<file path="config.mk">
export PLATFORM = sky130hd
export DESIGN_NAME = adc_result_hold
export DESIGN_NICKNAME = d
export VERILOG_FILES = /design/src/rtl/adc_pkg.sv /design/src/rtl/adc_result_hold.sv
export SDC_FILE = /design/constraint.sdc
export NUM_CORES = 1
export LEC_CHECK = 0
export BUFFER_PORTS_ARGS = -buffer_cell sky130_fd_sc_hd__buf_4
export CELL_PAD_IN_SITES_DETAIL_PLACEMENT = 0
export CELL_PAD_IN_SITES_GLOBAL_PLACEMENT = 2
export CORE_MARGIN = 3
export CORE_UTILIZATION = 23
export DETAILED_ROUTE_END_ITERATION = 12
export PLACE_DENSITY_LB_ADDON = 0.2
export REMOVE_ABC_BUFFERS = 1
export SLEW_MARGIN = 10
export SYNTH_ARGS = -nofsm -noshare
export SYNTH_HDL_FRONTEND = slang
export SYNTH_SLANG_ARGS = --single-unit
</file>
<file path="constraint.sdc">
create_clock -name clk -period 1.79 [get_ports clk]
set_clock_uncertainty 0.15 [all_clocks]
set_input_delay 0.358 -clock clk [delete_from_list [all_inputs] [get_ports clk]]
set_output_delay 0.358 -clock clk [all_outputs]
set_load 0.05 [all_outputs]
</file>
<file path="src/rtl/adc_pkg.sv">
// Shared types and field positions for the multi-channel ADC model.
package adc_pkg;

  typedef enum logic [1:0] {
    IDLE    = 2'd0,
    SAMPLE  = 2'd1,
    CONVERT = 2'd2,
    RESULT  = 2'd3
  } adc_state_e;

  localparam int unsigned STAT_BUSY  = 0;
  localparam int unsigned STAT_VALID = 1;
  localparam int unsigned STAT_OVR   = 2;
  localparam int unsigned STAT_OVS   = 3;

  localparam int unsigned STAT_CH_LSB  = 8;
  localparam int unsigned STAT_CNT_LSB = 16;
  localparam int unsigned MEAS_CH_LSB  = 16;

  localparam int unsigned CH_FIELD_W  = 8;
  localparam int unsigned CNT_FIELD_W = 16;

endpackage

</file>
<file path="src/rtl/adc_result_hold.sv">
// Result holding register: measurement word, valid/ack handshake and sticky overrun.
module adc_result_hold
  import adc_pkg::*;
#(
  parameter int unsigned DATA_WIDTH   = 32,
  parameter int unsigned SAMPLE_WIDTH = 12
) (
  input  logic                    clk,
  input  logic                    reset,
  input  logic                    load,
  input  logic [SAMPLE_WIDTH-1:0] sample,
  input  logic [CH_FIELD_W-1:0]   ch,
  input  logic                    meas_ack,
  input  logic                    clr_ovr,
  output logic [DATA_WIDTH-1:0]   measurement,
  output logic                    meas_valid,
  output logic                    overrun
);

  logic [DATA_WIDTH-1:0] meas_q, meas_d;
  logic                  valid_q, valid_d;
  logic                  ovr_q, ovr_d;

  // A new result always wins over a same-cycle ack; overrun only when it lands unacked.
  always_comb begin
    meas_d  = meas_q;
    valid_d = valid_q;
    ovr_d   = ovr_q;
    if (clr_ovr) ovr_d = 1'b0;
    if (load) begin
      meas_d                            = '0;
      meas_d[SAMPLE_WIDTH-1:0]          = sample;
      meas_d[MEAS_CH_LSB +: CH_FIELD_W] = ch;
      valid_d                           = 1'b1;
      if (valid_q && !meas_ack) ovr_d = 1'b1;
    end else if (meas_ack) begin
      valid_d = 1'b0;
    end
  end

  always_ff @(posedge clk) begin
    if (reset) begin
      meas_q  <= '0;
      valid_q <= 1'b0;
      ovr_q   <= 1'b0;
    end else begin
      meas_q  <= meas_d;
      valid_q <= valid_d;
      ovr_q   <= ovr_d;
    end
  end

  assign measurement = meas_q;
  assign meas_valid  = valid_q;
  assign overrun     = ovr_q;

endmodule

</file>
==> results of run 1 <==
-- layout by cell type (no fill, tap or decap), drive strengths merged --
| master | n |
|---|---|
| a21oi | 1 |
| buf | 46 |
| clkbuf | 4 |
| conb | 12 |
| dfxtp | 22 |
| inv | 1 |
| mux2i | 20 |
| nand2b | 2 |
| nor2 | 20 |
| o32ai | 1 |
-- power by group through the flow --
stage	clock [W]	combinational, W	sequential [W]
after floorplan	0	0.0000950	0.000642
after global placement	0	0.000303	0.000543
after detailed placement	0	0.000303	0.000544
after CTS	0.000373	0.000303	0.000533
after global routing	0.000393	0.000318	0.000536
final	0.000349	0.000301	0.000532
-- per-layer routing --
layer / vias to the layer above / global-route usage, % / part of all wire [%]
met1: 278 / 10.1 / 45
met5: - / 0 / 0
met4: 0 / 3.04 / 0.95
li1: 335 / - / -
met2: 42 / 10.8 / 39
met3: 5 / 4.16 / 16
-- through the flow --
stage / instances / utilization [%] / power, W / cell area [um2] / hold WS, ns
after global routing: 175 / 35.7 / 0.00125 / 1250 / 0.114
after floorplan: 79 / - / 0.000737 / 791 / 0.277
after CTS: 175 / 35.7 / 0.00121 / 1250 / 0.117
after global placement: 171 / 34.2 / 0.000846 / 1190 / 0.325
final: 175 / 35.7 / 0.00118 / 1250 / 0.132
after detailed placement: 171 / 34.2 / 0.000846 / 1190 / 0.334
-- registers in the layout, summed over array words and instances (netlist names) --
| signal | cells |
|---|---|
| meas_valid | 1 |
| measurement | 20 |
| overrun | 1 |
-- cell families (layout without fill, tap and decap cells) --
kind of cell	after synthesis	count (layout)	share of synthesized area (%)
AND/OR/NAND/NOR	22	22	10.0
buffers and inverters	17	51	14.5
flip-flops	22	22	50.5
AO/OA/AOI/OAI	2	2	1.58
other	1	12	0.430
multiplexers	20	20	23.0
-- final timing paths --
check,startpoint,slack [ns],cells past startpoint,endpoint
max,overrun,0.46,1,overrun
min,clr_ovr,0.13,2,overrun
max reg2reg,meas_valid,0.92,2,overrun
min reg2reg,measurement[3],0.35,2,measurement[3]
-- cell type report --
| type | count | area, um2 |
|---|---|---|
| Clock buffer | 4 | 55.1 |
| Fill cell | 382 | 2250 |
| Tap cell | 46 | 57.6 |
| Multi-Input combinational cell | 56 | 347 |
| Sequential cell | 22 | 440 |
| Timing Repair Buffer | 46 | 345 |
| Inverter | 1 | 3.75 |
==> results.toml, run 1 <==
[logic_synthesis]
synthFlopType = "dfxtp_1"
yosys_warnings = 0
synth_edf_count = 0
synth_most_common_cell = "dfxtp_1"
synth_top_cell_by_area = "dfxtp_1"
synth_top_cells_by_area = "dfxtp_1, mux2i_1, buf_4"
ys_types = 11
ys_seq_area_share_pct = 50.5
synth-seq-cells = 22
synth_top_area_share_pct = 50.5
syn_avg_cell_area_um2 = 10.4
synthTopCellsByCount = "dfxtp_1, mux2i_1, nor2_1"
netlist_area_um2 = 872
syn_inst = 84
synth_async_sr_flop_share_pct = 0

[die]
dieHeight_um = 67.6
design.core.area_mm2 = 0.00349
die_x_um = 67.6
die-area_mm2 = 0.00457
start_util_pct = 25.0
row_count = 21
ios = 59

[sta]
finalSetupViolCount = 0
tns_ns = 0
setup_ws_ns = 0.460
min_period_over_period_pct = 74.3
period_needed_ns = 1.33
fmax_mhz = 752
rsz0062_at_grt = "false"
slew_viol_final = 0
hold_viol = 0

[cts]
numClockSinks = 22
cts_tree = "yes"
cts.repair.resized = 0
clk_pin_slew_ns = 0.08
clkLatencyLatePin_ns = 0.26
cts_buffers = 3
clockBufferDepth = 2
cts_hold_buf = 0
clockRootBuffer = "clkbuf_8"
post_cts_buffers = 0
ctsHtreeMaxLevel = 1

[worst_setup_path]
max_stage_delay_ns = 0.35
worstPathArrival_ns = 0.82
cp-start-kind = "register"
crit_chain = "buf_4"
cp-end-kind = "primary output"
cp_top_family = "flip-flops"
cpMaxStageDelayCell = "dfxtp_1"
crit_path_max_fanout = 2
cp.required_ns = 1.28
critPathKind = "reg2out"
critPathBufInv = 1

[power_and_ir_drop]
swShare_pct = 31.5
clkPwrFrac_pct = 29.5
power_frac_seq_pct = 45.0
max-vdd-ir-drop_v = 0.000509
power.switching_w = 0.000372
power_density_mw_per_mm2 = 946
leakage_nw = 0.645
power_frac_comb_pct = 25.4
p_int_w = 0.000809

[placement]
port_buffers = 46
gp_congestion = 0.605
hpwl_um = 1310
post-place-ws_ns = 0.470

[global_route]
antenna_found_initial = 0
grt_overflow_total = 0
grt_max_degree = 24
grt_pass1_wl_um = 2700
grt_pass1_vias = 593
grtUsageTotal_pct = 7.82

[route]
drtIter0Drc = 17
drc = 0
wire_per_inst_um = 10.2
wirelength_um = 1780
vias_per_cell = 3.77
dr.pass1.iters = 4
vias = 660
ant_nets = 0

[final_layout]
drive_gt1_share_pct = 38.8
num-nets-final = 155
area.growth.synth_to_final_pct = 43.2
antenna_cells = 0

[run_status]
outcome = "finished clean"

[run]
max-cap-violations = 0

[worst_hold_path]
min_path_type = "in2reg"
(Power assumes the default switching activity.)
==> inputs of run 2 (changes only) <==
--- a/config.mk
+++ b/config.mk
@@ -9,7 +9,7 @@
 export CELL_PAD_IN_SITES_DETAIL_PLACEMENT = 0
 export CELL_PAD_IN_SITES_GLOBAL_PLACEMENT = 2
 export CORE_MARGIN = 3
-export CORE_UTILIZATION = 23
+export CORE_UTILIZATION = 19
 export DETAILED_ROUTE_END_ITERATION = 12
 export PLACE_DENSITY_LB_ADDON = 0.2
 export REMOVE_ABC_BUFFERS = 1
==> constraint.sdc (replaced) <==
create_clock -name clk -period 1.2 [get_ports clk]
set_clock_uncertainty 0.15 [all_clocks]
set_input_delay 0.24 -clock clk [delete_from_list [all_inputs] [get_ports clk]]
set_output_delay 0.24 -clock clk [all_outputs]
set_load 0.05 [all_outputs]
==> run 2 against run 1 <==
Effect of this change:
- worst hold slack worse by 0.12 ns
- core utilization is 5.0 points lower
- clock power increased by 28%
- design area is 8.0% higher
- total power up 47%
- global-route usage down 0.85 points
==> results.toml, run 2 (synthesis results as in run 1) <==
[global_route]
antenna_found_initial = 0
grt_overflow_total = 0
grt_pass1_wl_um = 2830
grt_max_degree = 24
grtUsageTotal_pct = 6.98
grt_pass1_vias = 614

[route]
vias = 679
drtIter0Drc = 10
drc = 0
wire_per_inst_um = 10.4
ant_nets = 0
vias_per_cell = 3.75
wirelength_um = 1880
dr.pass1.iters = 2

[cts]
numClockSinks = 22
cts_buffers = 3
clockBufferDepth = 2
cts_tree = "yes"
post_cts_buffers = 0
clkLatencyLatePin_ns = 0.26
cts_hold_buf = 0
clockRootBuffer = "clkbuf_8"
ctsHtreeMaxLevel = 1
clk_pin_slew_ns = 0.07

[worst_setup_path]
cp.required_ns = 0.81
critPathBufInv = 1
cp-start-kind = "register"
rr_worst_depth = 2
rr_endpoint = "overrun"
r2r_start = "meas_valid"
crit_chain = "buf_4"
cpMaxStageDelayCell = "dfxtp_1"
worstPathArrival_ns = 0.79
max_stage_delay_ns = 0.33
cp_top_family = "flip-flops"
crit_path_max_fanout = 2
ff2ff_setup_slack_ns = 0.33
critPathKind = "reg2out"
cp-end-kind = "primary output"

[worst_hold_path]
hold_depth = 2
min_from = "clr_ovr"
hold_end = "overrun"
min_path_type = "in2reg"

[final_layout]
antenna_cells = 0
largest_reg_flops = 20
num-nets-final = 156
area.growth.synth_to_final_pct = 54.7
final_cell_mix = "buf_4, mux2i_1, nor2_1"
drive_gt1_share_pct = 48.1
final_common_cell = "buf_4"
fillers = 476
finalNonFillerCells = 181

[placement]
hpwl_um = 1390
port_buffers = 46
post-place-ws_ns = 0.128
gp_congestion = 0.598
placed_cells = 178

[power_and_ir_drop]
leakage_nw = 0.668
power_w = 0.00173
power_density_mw_per_mm2 = 1290
max-vdd-ir-drop_v = 0.000462

[sta]
slew_viol_final = 0
setup_ws_ns = 0.0226
holdWs_ns = 0.0104
min_period_over_period_pct = 98.1
fmax_mhz = 849
hold_viol = 0
tns_ns = 0
finalSetupViolCount = 0
period_needed_ns = 1.18

[die]
row_count = 24
die_x_um = 73.8
ios = 59
design.core.area_mm2 = 0.00438
start_util_pct = 19.9
dieHeight_um = 73.8
die-area_mm2 = 0.00544

[run_status]
outcome = "finished clean"

[run]
max-cap-violations = 0
run 2: cell count changes in the layout (fill, tap and decap cells not counted):
cell / delta
buf_12: +1
buf_4: -19
buf_6: +19
clkbuf_8: -1
dfxtp_1: -12
dfxtp_2: +12
run 2: per-stage QoR:
step / util, % / instance area [um2]
6_report: 30.8 / 1350
5_1_grt: 30.8 / 1350
4_1_cts: 29.6 / 1300
3_5_place_dp: 27.9 / 1220
3_3_place_gp: 27.9 / 1220
2_1_floorplan: - / 791
run 2: cell type report:
class,instances,area (um2),area share [%]
clock buffer,3,41.3,3.06
sequential,22,455,33.8
inverter,1,3.75,0.278
timing repair buffer,47,437,32.4
tap,52,65.1,4.82
multi-input combinational,56,347,25.7
run 2: report_power, final:
| group | switching (W) | leakage (nW) | internal (W) |
|---|---|---|---|
| Combinational | 0.000309 | 0.461 | 0.000172 |
| Sequential | 0.0000277 | 0.186 | 0.000778 |
| Clock | 0.000225 | 0.0216 | 0.000224 |
run 2: worst max path at each step:
stage / from / end / slack [ns] / cells past startpoint
CTS: overrun / overrun / 0.00009 / 1
global placement: load / measurement[8] / 0.15 / 4
detailed placement: load / measurement[4] / 0.13 / 4
floorplan: meas_valid / overrun / 0.03 / 2
finish: measurement[23] / measurement[23] / 0.02 / 1
global route: measurement[6] / measurement[6] / -0.000003 / 1
run 2: metal layers:
| layer | wire length [um] | vias to the layer above | global-route usage (%) |
|---|---|---|---|
| li1 | - | 340 | - |
| met1 | 760 | 300 | 8.09 |
| met2 | 884 | 35 | 10.6 |
| met3 | 205 | 4 | 3.28 |
| met4 | 25 | 0 | 3.62 |
| met5 | 0 | - | 0 |
run 2: repair_timing:
| action | in CTS | in global routing |
|---|---|---|
| cloned | 0 | 0 |
| resized for setup | 11 | 20 |
| endpoints found under the setup margin | 9 | 16 |
